### src/rtl/word_store_unit_if.sv
// Request/memory-side bus for word_store_unit: one 16-bit word is written as two byte stores.
// The master modport is the requester/memory side and the slave modport is the store unit.
interface word_store_unit_if #(
  parameter int unsigned ADDR_WIDTH = 16
);
  logic                  Start;
  logic [ADDR_WIDTH-1:0] Addr;
  logic [15:0]           Data;
  logic                  Ready;
  logic [ADDR_WIDTH-1:0] MemAddr;
  logic [7:0]            MemData;
  logic                  MemWrite;
  logic                  Busy;
  logic                  Done;

  modport master (
    output Start, Addr, Data, Ready,
    input  MemAddr, MemData, MemWrite, Busy, Done
  );

  modport slave (
    input  Start, Addr, Data, Ready,
    output MemAddr, MemData, MemWrite, Busy, Done
  );
endinterface

### src/rtl/word_store_unit.sv
// Stores one 16-bit word as two consecutive byte writes with a Ready handshake.
// Optional macro HIGH_BYTE_FIRST_EN selects big-endian byte order (default little-endian).
module word_store_unit #(
  parameter int unsigned ADDR_WIDTH = 16
) (
  input logic             Clock,
  input logic             Reset,
  word_store_unit_if.slave bus
);

  localparam int unsigned DATA_WIDTH = 16;
  localparam int unsigned BYTE_WIDTH = 8;

  typedef enum logic [1:0] {
    IDLE      = 2'd0,
    WR_FIRST  = 2'd1,
    WR_SECOND = 2'd2,
    DONE      = 2'd3
  } state_e;

  state_e                  state_q, state_d;
  logic [ADDR_WIDTH-1:0]   addr_q, addr_d;
  logic [DATA_WIDTH-1:0]   data_q, data_d;

  logic [ADDR_WIDTH-1:0]   mem_addr_q, mem_addr_d;
  logic [BYTE_WIDTH-1:0]   mem_data_q, mem_data_d;
  logic                    mem_write_q, mem_write_d;
  logic                    busy_q, busy_d;
  logic                    done_q, done_d;

  logic [BYTE_WIDTH-1:0]   first_byte;
  logic [BYTE_WIDTH-1:0]   second_byte;
  logic [ADDR_WIDTH-1:0]   addr_next;

  // Next state and latched request; Start is only looked at in IDLE
  always_comb begin
    state_d = state_q;
    addr_d  = addr_q;
    data_d  = data_q;
    case (state_q)
      IDLE: begin
        if (bus.Start) begin
          addr_d  = bus.Addr;
          data_d  = bus.Data;
          state_d = WR_FIRST;
        end
      end
      WR_FIRST:  if (bus.Ready) state_d = WR_SECOND;
      WR_SECOND: if (bus.Ready) state_d = DONE;
      DONE:      state_d = IDLE;
      default:   state_d = IDLE;
    endcase
  end

  // Byte order is fixed at build time
  always_comb begin
`ifdef HIGH_BYTE_FIRST_EN
    first_byte  = data_d[15:8];
    second_byte = data_d[7:0];
`else
    first_byte  = data_d[7:0];
    second_byte = data_d[15:8];
`endif
    addr_next = addr_d + ADDR_WIDTH'(1);
  end

  // Outputs are registered from the next state so they line up with the state they describe
  always_comb begin
    mem_write_d = 1'b0;
    mem_addr_d  = addr_d;
    mem_data_d  = 8'h00;
    busy_d      = (state_d != IDLE);
    done_d      = (state_d == DONE);
    case (state_d)
      WR_FIRST: begin
        mem_write_d = 1'b1;
        mem_data_d  = first_byte;
      end
      WR_SECOND: begin
        mem_write_d = 1'b1;
        mem_addr_d  = addr_next;
        mem_data_d  = second_byte;
      end
      default: ;
    endcase
  end

  always_ff @(posedge Clock) begin
    if (Reset) begin
      state_q     <= IDLE;
      addr_q      <= '0;
      data_q      <= '0;
      mem_addr_q  <= '0;
      mem_data_q  <= '0;
      mem_write_q <= 1'b0;
      busy_q      <= 1'b0;
      done_q      <= 1'b0;
    end else begin
      state_q     <= state_d;
      addr_q      <= addr_d;
      data_q      <= data_d;
      mem_addr_q  <= mem_addr_d;
      mem_data_q  <= mem_data_d;
      mem_write_q <= mem_write_d;
      busy_q      <= busy_d;
      done_q      <= done_d;
    end
  end

  assign bus.MemAddr  = mem_addr_q;
  assign bus.MemData  = mem_data_q;
  assign bus.MemWrite = mem_write_q;
  assign bus.Busy     = busy_q;
  assign bus.Done     = done_q;

endmodule
### src/flat_wrapper.sv
// flat-port wrapper written by rule: the top's interface ports become plain ports
module word_store_unit_flat 
#(
  parameter int unsigned ADDR_WIDTH = 16
)
  (Clock, Reset, bus_Start, bus_Addr, bus_Data, bus_Ready, bus_MemAddr, bus_MemData, bus_MemWrite, bus_Busy, bus_Done);
  word_store_unit_if #(.ADDR_WIDTH(ADDR_WIDTH)) bus_i ();
  input logic Clock;
  input logic Reset;
  input wire logic [$bits(bus_i.Start)-1:0] bus_Start;
  input wire logic [$bits(bus_i.Addr)-1:0] bus_Addr;
  input wire logic [$bits(bus_i.Data)-1:0] bus_Data;
  input wire logic [$bits(bus_i.Ready)-1:0] bus_Ready;
  output wire logic [$bits(bus_i.MemAddr)-1:0] bus_MemAddr;
  output wire logic [$bits(bus_i.MemData)-1:0] bus_MemData;
  output wire logic [$bits(bus_i.MemWrite)-1:0] bus_MemWrite;
  output wire logic [$bits(bus_i.Busy)-1:0] bus_Busy;
  output wire logic [$bits(bus_i.Done)-1:0] bus_Done;
  assign bus_i.Start = bus_Start;
  assign bus_i.Addr = bus_Addr;
  assign bus_i.Data = bus_Data;
  assign bus_i.Ready = bus_Ready;
  assign bus_MemAddr = bus_i.MemAddr;
  assign bus_MemData = bus_i.MemData;
  assign bus_MemWrite = bus_i.MemWrite;
  assign bus_Busy = bus_i.Busy;
  assign bus_Done = bus_i.Done;
  word_store_unit #(.ADDR_WIDTH(ADDR_WIDTH)) u_core (.Clock(Clock), .Reset(Reset), .bus(bus_i));
endmodule
### config.mk
export PLATFORM = sky130hd
export DESIGN_NAME = word_store_unit_flat
export DESIGN_NICKNAME = d
export VERILOG_FILES = /design/src/rtl/word_store_unit_if.sv /design/src/rtl/word_store_unit.sv /design/src/flat_wrapper.sv
export SDC_FILE = /design/constraint.sdc
export NUM_CORES = 1
export LEC_CHECK = 0
export ABC_AREA = 1
export CAP_MARGIN = 20
export CORE_ASPECT_RATIO = 1.25
export CORE_UTILIZATION = 49
export CTS_CLUSTER_DIAMETER = 80
export DETAILED_ROUTE_END_ITERATION = 8
export GPL_TIMING_DRIVEN = 0
export PLACE_DENSITY_LB_ADDON = 0.05
export SYNTH_ARGS = -nofsm -noshare
export SYNTH_HDL_FRONTEND = slang
export SYNTH_SLANG_ARGS = --single-unit
### constraint.sdc
create_clock -name Clock -period 2.47 [get_ports Clock]
set_input_delay 0.741 -clock Clock [delete_from_list [all_inputs] [get_ports Clock]]
set_output_delay 0.741 -clock Clock [all_outputs]
set_load 0.02 [all_outputs]
---- After elaboration in Yosys (flattened, before gate mapping) ----
Index checks and enable logic that the tools add are counted.
storage, ports and cells
  register bits ........................... 61
  output and inout port bits .............. 27
  word-level logic and storage cells ...... 29
  bits of input ports ..................... 36
cells by class
  $add $sub $neg .......................... 1
  mux-type cells .......................... 11
  reduce and logical (&&, ||, !) cells .... 3
  equal/unequal tests ..................... 6
operators with widths
  operator                                                         number
  16-bit 2-to-1 mux                                                5
  16-bit by 1-bit adder with 16-bit output, second input constant  1
  8-bit one-hot mux with 2 select lines                            1
  2-bit == test, second input constant                             4
  2-bit one-hot mux with 4 select lines                            1
  2-bit 2-to-1 mux                                                 3
  2-bit by 1-bit == test with 1-bit output, second input constant  2
  2-bit zero test                                                  1
  2-bit nonzero test                                               1
  2-bit OR reduction                                               1
  1-bit 2-to-1 mux                                                 1

---- Longest topological paths before layout ----
Gate-level depths: netlist of the first run.
  depth after elaboration ................. 5
  gate-level depth with buffers ........... 13
  mapped depth without buffers ............ 13

---- Least setup slack after synthesis of the first run ----
No wires, ideal clock.
  path kind ............................... input to register
  start point ............................. in bus_Start
  end point ............................... reg u_core.mem_addr_q[8], in the netlist u_core.bus.MemAddr[8]
  stages on the path ...................... 12
  path buffers ............................ 2
  required time ........................... 2.406 ns
  slack ................................... 0.450 ns
  data arrival time ....................... 1.956 ns
  library setup time ...................... 0.064 ns
  cell sequence ........................... buf_2 > nand2_8 > buf_12 > nand2_1 > nand2_1 > ha_1 > nand3_1 > nor2_2 > nand3_1 > nand2_1 > nand2_1 > nor2_1
between the ends
  cells in the longest elaborated chain, start to end .. 4
  elaborated cells on any way between the ends .. 7
RTL lines
  element                                   RTL line                RTL
  start, declared                           flat_wrapper.sv:10      input wire logic [$bits(bus_i.Start)-1:0] bus_Start;
  16-bit 2-to-1 mux                         word_store_unit.sv:42   if (bus.Start) begin
  16-bit 2-to-1 mux                         word_store_unit.sv:40   case (state_q)
  via u_core.addr_d[1]                      word_store_unit.sv:22   logic [ADDR_WIDTH-1:0] addr_q, addr_d;
  16-bit by 1-bit adder with 16-bit output  word_store_unit.sv:64   addr_next = addr_d + ADDR_WIDTH'(1);
  16-bit 2-to-1 mux                         word_store_unit.sv:74   case (state_d)
  end signal, assigned                      word_store_unit.sv:102  mem_addr_q <= mem_addr_d;
  end, declared                             word_store_unit.sv:25   logic [ADDR_WIDTH-1:0] mem_addr_q, mem_addr_d;
The timed path passes the listed nets, and every way through them passes these cells.
A chain may end at the register's enable or synchronous reset.

---- Worst setup path in the final report of the first run ----
  start point ............................. in Reset
  end point ............................... reg u_core.addr_q[0]
RTL lines
  element               RTL line                RTL
  start, declared       flat_wrapper.sv:9       input logic Reset;
  end signal, assigned  word_store_unit.sv:100  addr_q <= addr_d;
  end, declared         word_store_unit.sv:22
No word-level cell between the ends.

==> flow_summary.json, run 1 <==
{
  "outcome": "finished, final reports clean",
  "drcViolationCount": 0,
  "fp.dieW_um": 67.7,
  "dp_hpwl_um": 4380,
  "hold_viol_final": 0,
  "pwr-share-comb_pct": 21.2,
  "utilization_pct": 68.8,
  "max_freq_mhz": 442,
  "num_rows": 29,
  "clk_pin_slew_ns": 0.08,
  "syn_avg_cell_area_um2": 7.37,
  "syn2layout_area_growth_pct": 33.9,
  "synth_nets": 396,
  "worstMarginPinSlew_ns": 0.606,
  "drtPass1Iterations": 4,
  "hold_path_end": "u_core.data_q[14]$_SDFF_PP0_",
  "cp_common_cell": "clkbuf_1",
  "initial_core_util_pct": 51.4,
  "p_sw_uw": 749,
  "gp_congestion": 0.899,
  "cts_max_level": 3,
  "dieArea_um2": 5700,
  "ioPinCount": 63,
  "p_sw_share_pct": 29.3,
  "synth_area_um2": 2650,
  "power_density_nw_per_um2": 721,
  "cpMaxStageDelayCell": "clkdlybuf4s50_1",
  "reg2reg_to": "u_core.bus.MemAddr[8]$_SDFF_PP0_",
  "placed_cells": 482,
  "yosysWarningCount": 0,
  "power_mw": 2.55,
  "peakVddDrop_v": 0.000452,
  "cts_hold_buf": 0,
  "diodes": 0,
  "p_leak_nw": 1.58,
  "power_frac_clock_pct": 35.6,
  "syn_inst": 359,
  "yosysSeqAreaShare_pct": 46.1,
  "ant_nets": 0,
  "final_cells": 498,
  "r2r_slack_ns": 0.50,
  "worst_slew_margin_rel_pct": 59.6,
  "yosys-top-cells-area": "dfxtp_1, nand2_1, nor2_1, inv_1, a22o_1",
  "min_from": "u_core.data_q[14]$_SDFF_PP0_",
  "grt_pass1_wl_um": 10000,
  "ys_ff_latch": 61,
  "drv_slew": 0,
  "multi_input_area_um2": 1180,
  "min_path_cells": 2,
  "rsz0062_at_grt": "no",
  "grt_overflow": 0,
  "p_int_mw": 1.81,
  "reg2reg_from": "u_core.state_q[1]$_SDFF_PP0_",
  "drt_iter0_drc": 119,
  "timing.final.crit_share_pct": 91.6,
  "setup_viol": 0,
  "grt_pass1_vias": 2322,
  "crit_chain": "clkdlybuf4s50_1, clkbuf_1, clkbuf_2, clkbuf_1, nor2_1",
  "ff2ff_path_depth": 12,
  "cts_sinks": 61,
  "path_max_fanout": 10,
  "antenna_found_initial": 0,
  "start_kind": "input pin",
  "cp_top_family": "buffers and inverters",
  "layout-drive-gt1-share_pct": 11.0,
  "cp.buffers_inverters": 4,
  "synth_top_area_share_pct": 46.1,
  "fillers": 446,
  "root_buffer": "clkbuf_8",
  "register_area_um2": 1220,
  "crit_path_end_kind": "flip-flop",
  "nNetsFinal": 468,
  "p_seq_share_pct": 43.2,
  "clk_path_buf_depth": 2,
  "core_area_um2": 5150,
  "arrival_ns": 2.46,
  "track_usage_pct": 23.4,
  "maxCapViolCount": 0,
  "vias": 2451,
  "wirelength_um": 6030,
  "yosysTopAreaCell": "dfxtp_1",
  "place.port_buffers": 61,
  "cpPeakStageDelay_ns": 0.49,
  "min_period_ns": 2.26,
  "layout_commonest_cell": "nand2_1",
  "layout_common_cells": "nand2_1, nor2_1, clkdlybuf4s50_1, dfxtp_1, inv_1",
  "die-height_um": 84.2,
  "grt_max_degree": 13,
  "tritoncts": "yes",
  "clock_latency_ns": 0.33,
  "crit_type": "in -> reg",
  "cts_made_buffers": 9,
  "wl_per_cell_um": 12.1,
  "final.setup_skew_ns": 0.0112,
  "worst_hold_path_type": "reg -> reg",
  "ys_types": 35,
  "crit_required_ns": 2.67,
  "via_per_inst": 4.92
}
-- layout make-up --
class	instances	area share, %
plain buffers	12	2.54
clock buffers	10	3.88
clock inverters	6	1.98
inverters	42	4.52
multi-input cells	244	33.2
flip-flops and latches	61	34.5
well taps	62	2.19
repair buffers	61	17.2
-- cells by family after synthesis --
kind of cell	count (synthesis)	share of synthesized area, %
AND/OR/NAND/NOR	210	36.0
multiplexers	1	0.378
flip-flops	61	46.1
adder cells (fa/ha/maj)	1	0.473
buffers and inverters	54	9.40
AO/OA/AOI/OAI	32	7.61
-- power groups by stage --
stage	sequential [mW]	clock, mW	combinational (mW)
2_1_floorplan	1.17	0	0.289
3_3_place_gp	1.12	0	0.532
3_5_place_dp	1.13	0	0.540
4_1_cts	1.10	0.927	0.545
5_1_grt	1.11	0.983	0.594
6_report	1.10	0.910	0.541
-- worst max-delay path by stage --
stage          cells after the start  slack [ns]                                to      start
2_1_floorplan                     12        0.45  u_core.bus.MemAddr[8]$_SDFF_PP0_  bus_Start
3_3_place_gp                       5       -0.29        u_core.bus.Busy$_SDFF_PP0_      Reset
3_5_place_dp                       5       -0.28       u_core.addr_q[4]$_SDFF_PP0_      Reset
4_1_cts                            5        0.07       u_core.addr_q[4]$_SDFF_PP0_      Reset
5_1_grt                            5        0.05       u_core.addr_q[4]$_SDFF_PP0_      Reset
6_report                           5        0.21       u_core.addr_q[0]$_SDFF_PP0_      Reset
-- repair_timing --
action | CTS | global route
setup endpoints to repair | 0 | 10
gates resized for setup | 0 | 1
hold endpoints to repair | 0 | 0
buffers inserted | 0 | 0
-- flip-flops by register name, summed over array words and instances, names as in the netlist --
| signal | flops |
|---|---|
| u_core.addr_q | 16 |
| u_core.bus.Busy | 1 |
| u_core.bus.Done | 1 |
| u_core.bus.MemAddr | 16 |
| u_core.bus.MemData | 8 |
| u_core.bus.MemWrite | 1 |
| u_core.data_q | 16 |
| u_core.state_q | 2 |
-- worst register-to-register path, delay by kind of cell, from the launching register on --
kind | cells | cell delay, ns
fa+ha+maj | 1 | 0.19
simple gates | 10 | 1.10
flops | 1 | 0.48
buf+inv | 1 | 0.15
-- cells in the mapped netlist (all sizes together) --
cell    count
nand3b      3
ha          1
a211oi      1
a21oi       4
a31oi       1
nand3      15
a22o        8
o211ai      1
dfxtp      61
nand4       7
buf         8
inv        42
nand2      97
clkbuf      4
mux2i       1
o22ai       1
nor2       75
o21ai      16
nor3       13
-- through the flow --
stage | hold slack, ns | worst slack, ns | setup TNS [ns] | cell area [µm²]
floorplan | 0.467 | 0.450 | 0 | 2650
global route | 0.509 | 0.0494 | 0 | 3540
finish | 0.489 | 0.207 | 0 | 3540
CTS | 0.492 | 0.0690 | 0 | 3540
global placement | 0.473 | -0.292 | -3.20 | 3340
detailed placement | 0.480 | -0.276 | -3.30 | 3340
-- metal layers --
layer  GRT usage [%]  part of all wire (%)  vias to the layer above
li1                -                     -                     1273
met1            27.9                    44                     1104
met2            38.5                    49                       66
met3            4.08                   5.0                        8
met4            13.0                   1.6                        0
met5               0                     0                        -
(Power assumes the default switching activity.)
==> run 2, diff against run 1 <==
Clock period 2.47 ns to 2.1 ns, I/O delays scaled along.
==> run 2 against run 1 <==
Effect of this change: clock skew is 0.00096 ns lower; setup slack worse by 0.088 ns; highest routed layer unchanged; via count is 1.0% higher; worst hold slack hardly changed; global-route usage stayed put; clock power is 19% higher; sequential power is 18% higher; utilization is 0.87 points higher; combinational power is 20% higher; sequential cell count stayed put; die area stayed put; register-to-register slack worse by 0.35 ns; largest cell class unchanged.
==> flow_summary.json, run 2 (same netlist as run 1, synthesis figures left out) <==
{
  "arrival_ns": 2.25,
  "hold_viol_final": 0,
  "start_kind": "input pin",
  "peakVddDrop_v": 0.000542,
  "worst_hold_path_type": "reg -> reg",
  "setup_ws_ns": 0.119,
  "power_density_nw_per_um2": 842,
  "register_area_um2": 1220,
  "multi_input_area_um2": 1210,
  "antenna_found_initial": 0,
  "min_period_ns": 1.98,
  "outcome": "finished, final reports clean",
  "setup_viol": 0,
  "cts_sinks": 61,
  "path_max_fanout": 4,
  "crit_required_ns": 2.37,
  "grt_overflow": 0,
  "crit_type": "in -> reg",
  "cpMaxStageDelayCell": "clkdlybuf4s50_1",
  "drt_iter0_drc": 136,
  "p_leak_nw": 1.59,
  "diodes": 0,
  "maxCapViolCount": 0,
  "layout_common_cells": "nand2_1, nor2_1, clkdlybuf4s50_1",
  "core_area_um2": 5150,
  "wl_per_cell_um": 12.2,
  "grt_max_degree": 13,
  "worstMarginPinSlew_ns": 0.595,
  "drv_slew": 0,
  "cts_hold_buf": 0,
  "place.port_buffers": 61,
  "syn2layout_area_growth_pct": 35.6,
  "nNetsFinal": 469,
  "drcViolationCount": 0,
  "clk_path_buf_depth": 2,
  "grt_pass1_wl_um": 10000,
  "die-height_um": 84.2,
  "ant_nets": 0,
  "track_usage_pct": 23.4,
  "via_per_inst": 4.96,
  "ioPinCount": 63,
  "layout-drive-gt1-share_pct": 12.6,
  "cp_common_cell": "nand2_1",
  "dieArea_um2": 5700,
  "fillers": 442,
  "worst_slew_margin_rel_pct": 60.3,
  "layout_commonest_cell": "nand2_1",
  "grt_pass1_vias": 2323,
  "vias": 2476,
  "post_dp_cell_area_um2": 3340,
  "crit_path_end_kind": "flip-flop",
  "place_ws_ns": -0.535,
  "fin_hold_ws_ns": 0.489,
  "clock_latency_ns": 0.33,
  "cpPeakStageDelay_ns": 0.52,
  "wirelength_um": 6070,
  "fp.dieW_um": 67.7,
  "initial_core_util_pct": 51.4,
  "tritoncts": "yes",
  "drtPass1Iterations": 4,
  "cts_max_level": 3,
  "power_mw": 3.02,
  "crit_chain": "clkdlybuf4s50_1, inv_1, nand3_2, nand2_1, nor2_2, nand3_1, nor2_4, nand3_1, nand2_1, nand2_1, nor2_1",
  "timing.final.crit_share_pct": 94.3,
  "num_rows": 29,
  "max_freq_mhz": 505,
  "tns_ns": 0,
  "fin_area_um2": 3590,
  "gp_congestion": 0.899,
  "clk_pin_slew_ns": 0.08,
  "root_buffer": "clkbuf_8",
  "cts_made_buffers": 9,
  "dp_hpwl_um": 4380,
  "final.setup_skew_ns": 0.0102
}
==> run 2: cell types whose count changed in the layout (fill, tap and decap cells not counted), sizes merged <==
cell | before | now
buf | 7 | 9
clkbuf | 15 | 14
==> run 2: layout make-up <==
type / instances / share of cell area (%)
repair buffers: 62 / 17.2
flip-flops and latches: 61 / 34.1
well taps: 62 / 2.16
clock inverters: 6 / 1.95
multi-input cells: 244 / 33.6
clock buffers: 10 / 3.83
plain buffers: 12 / 2.58
inverters: 42 / 4.60
==> run 2: timing repair <==
| action | 4_1_cts | 5_1_grt |
|---|---|---|
| gates resized for setup | 3 | 10 |
| pin swaps | 0 | 0 |
| setup buffers | 0 | 1 |
| endpoints found under the setup margin | 16 | 11 |
==> run 2: power breakdown <==
part	switching, mW	total (mW)	internal (mW)
clock	0.488	1.08	0.588
sequential	0.0351	1.30	1.26
combinational	0.371	0.648	0.277
total	0.894	3.02	2.13
==> run 2: worst paths after layout <==
check                                     from                               end  slack (ns)  depth (start not counted)
setup reg to reg  u_core.state_q[1]$_SDFF_PP0_  u_core.bus.MemAddr[8]$_SDFF_PP0_        0.15                         12
setup / recovery                     bus_Ready  u_core.bus.MemAddr[8]$_SDFF_PP0_        0.12                         11
hold reg to reg   u_core.data_q[14]$_SDFF_PP0_      u_core.data_q[14]$_SDFF_PP0_        0.49                          2
hold / removal    u_core.data_q[14]$_SDFF_PP0_      u_core.data_q[14]$_SDFF_PP0_        0.49                          2
==> run 2: routing by layer <==
layer	track usage [%]	part of all wire, %
met3	4.08	4.9
met4	12.8	2.1
met5	0	0
met1	27.9	43
met2	38.6	50
==> run 2: worst max-delay path, delay by kind of cell <==
family	cells	cell delay [ns]
simple gates	9	1.03
buf+inv	2	0.59
==> run 2: metrics by stage <==
step	std cells	util (%)
4_1_cts	498	68.9
5_1_grt	499	69.7
6_report	499	69.7
2_1_floorplan	359	-
3_3_place_gp	482	64.7
3_5_place_dp	482	64.7
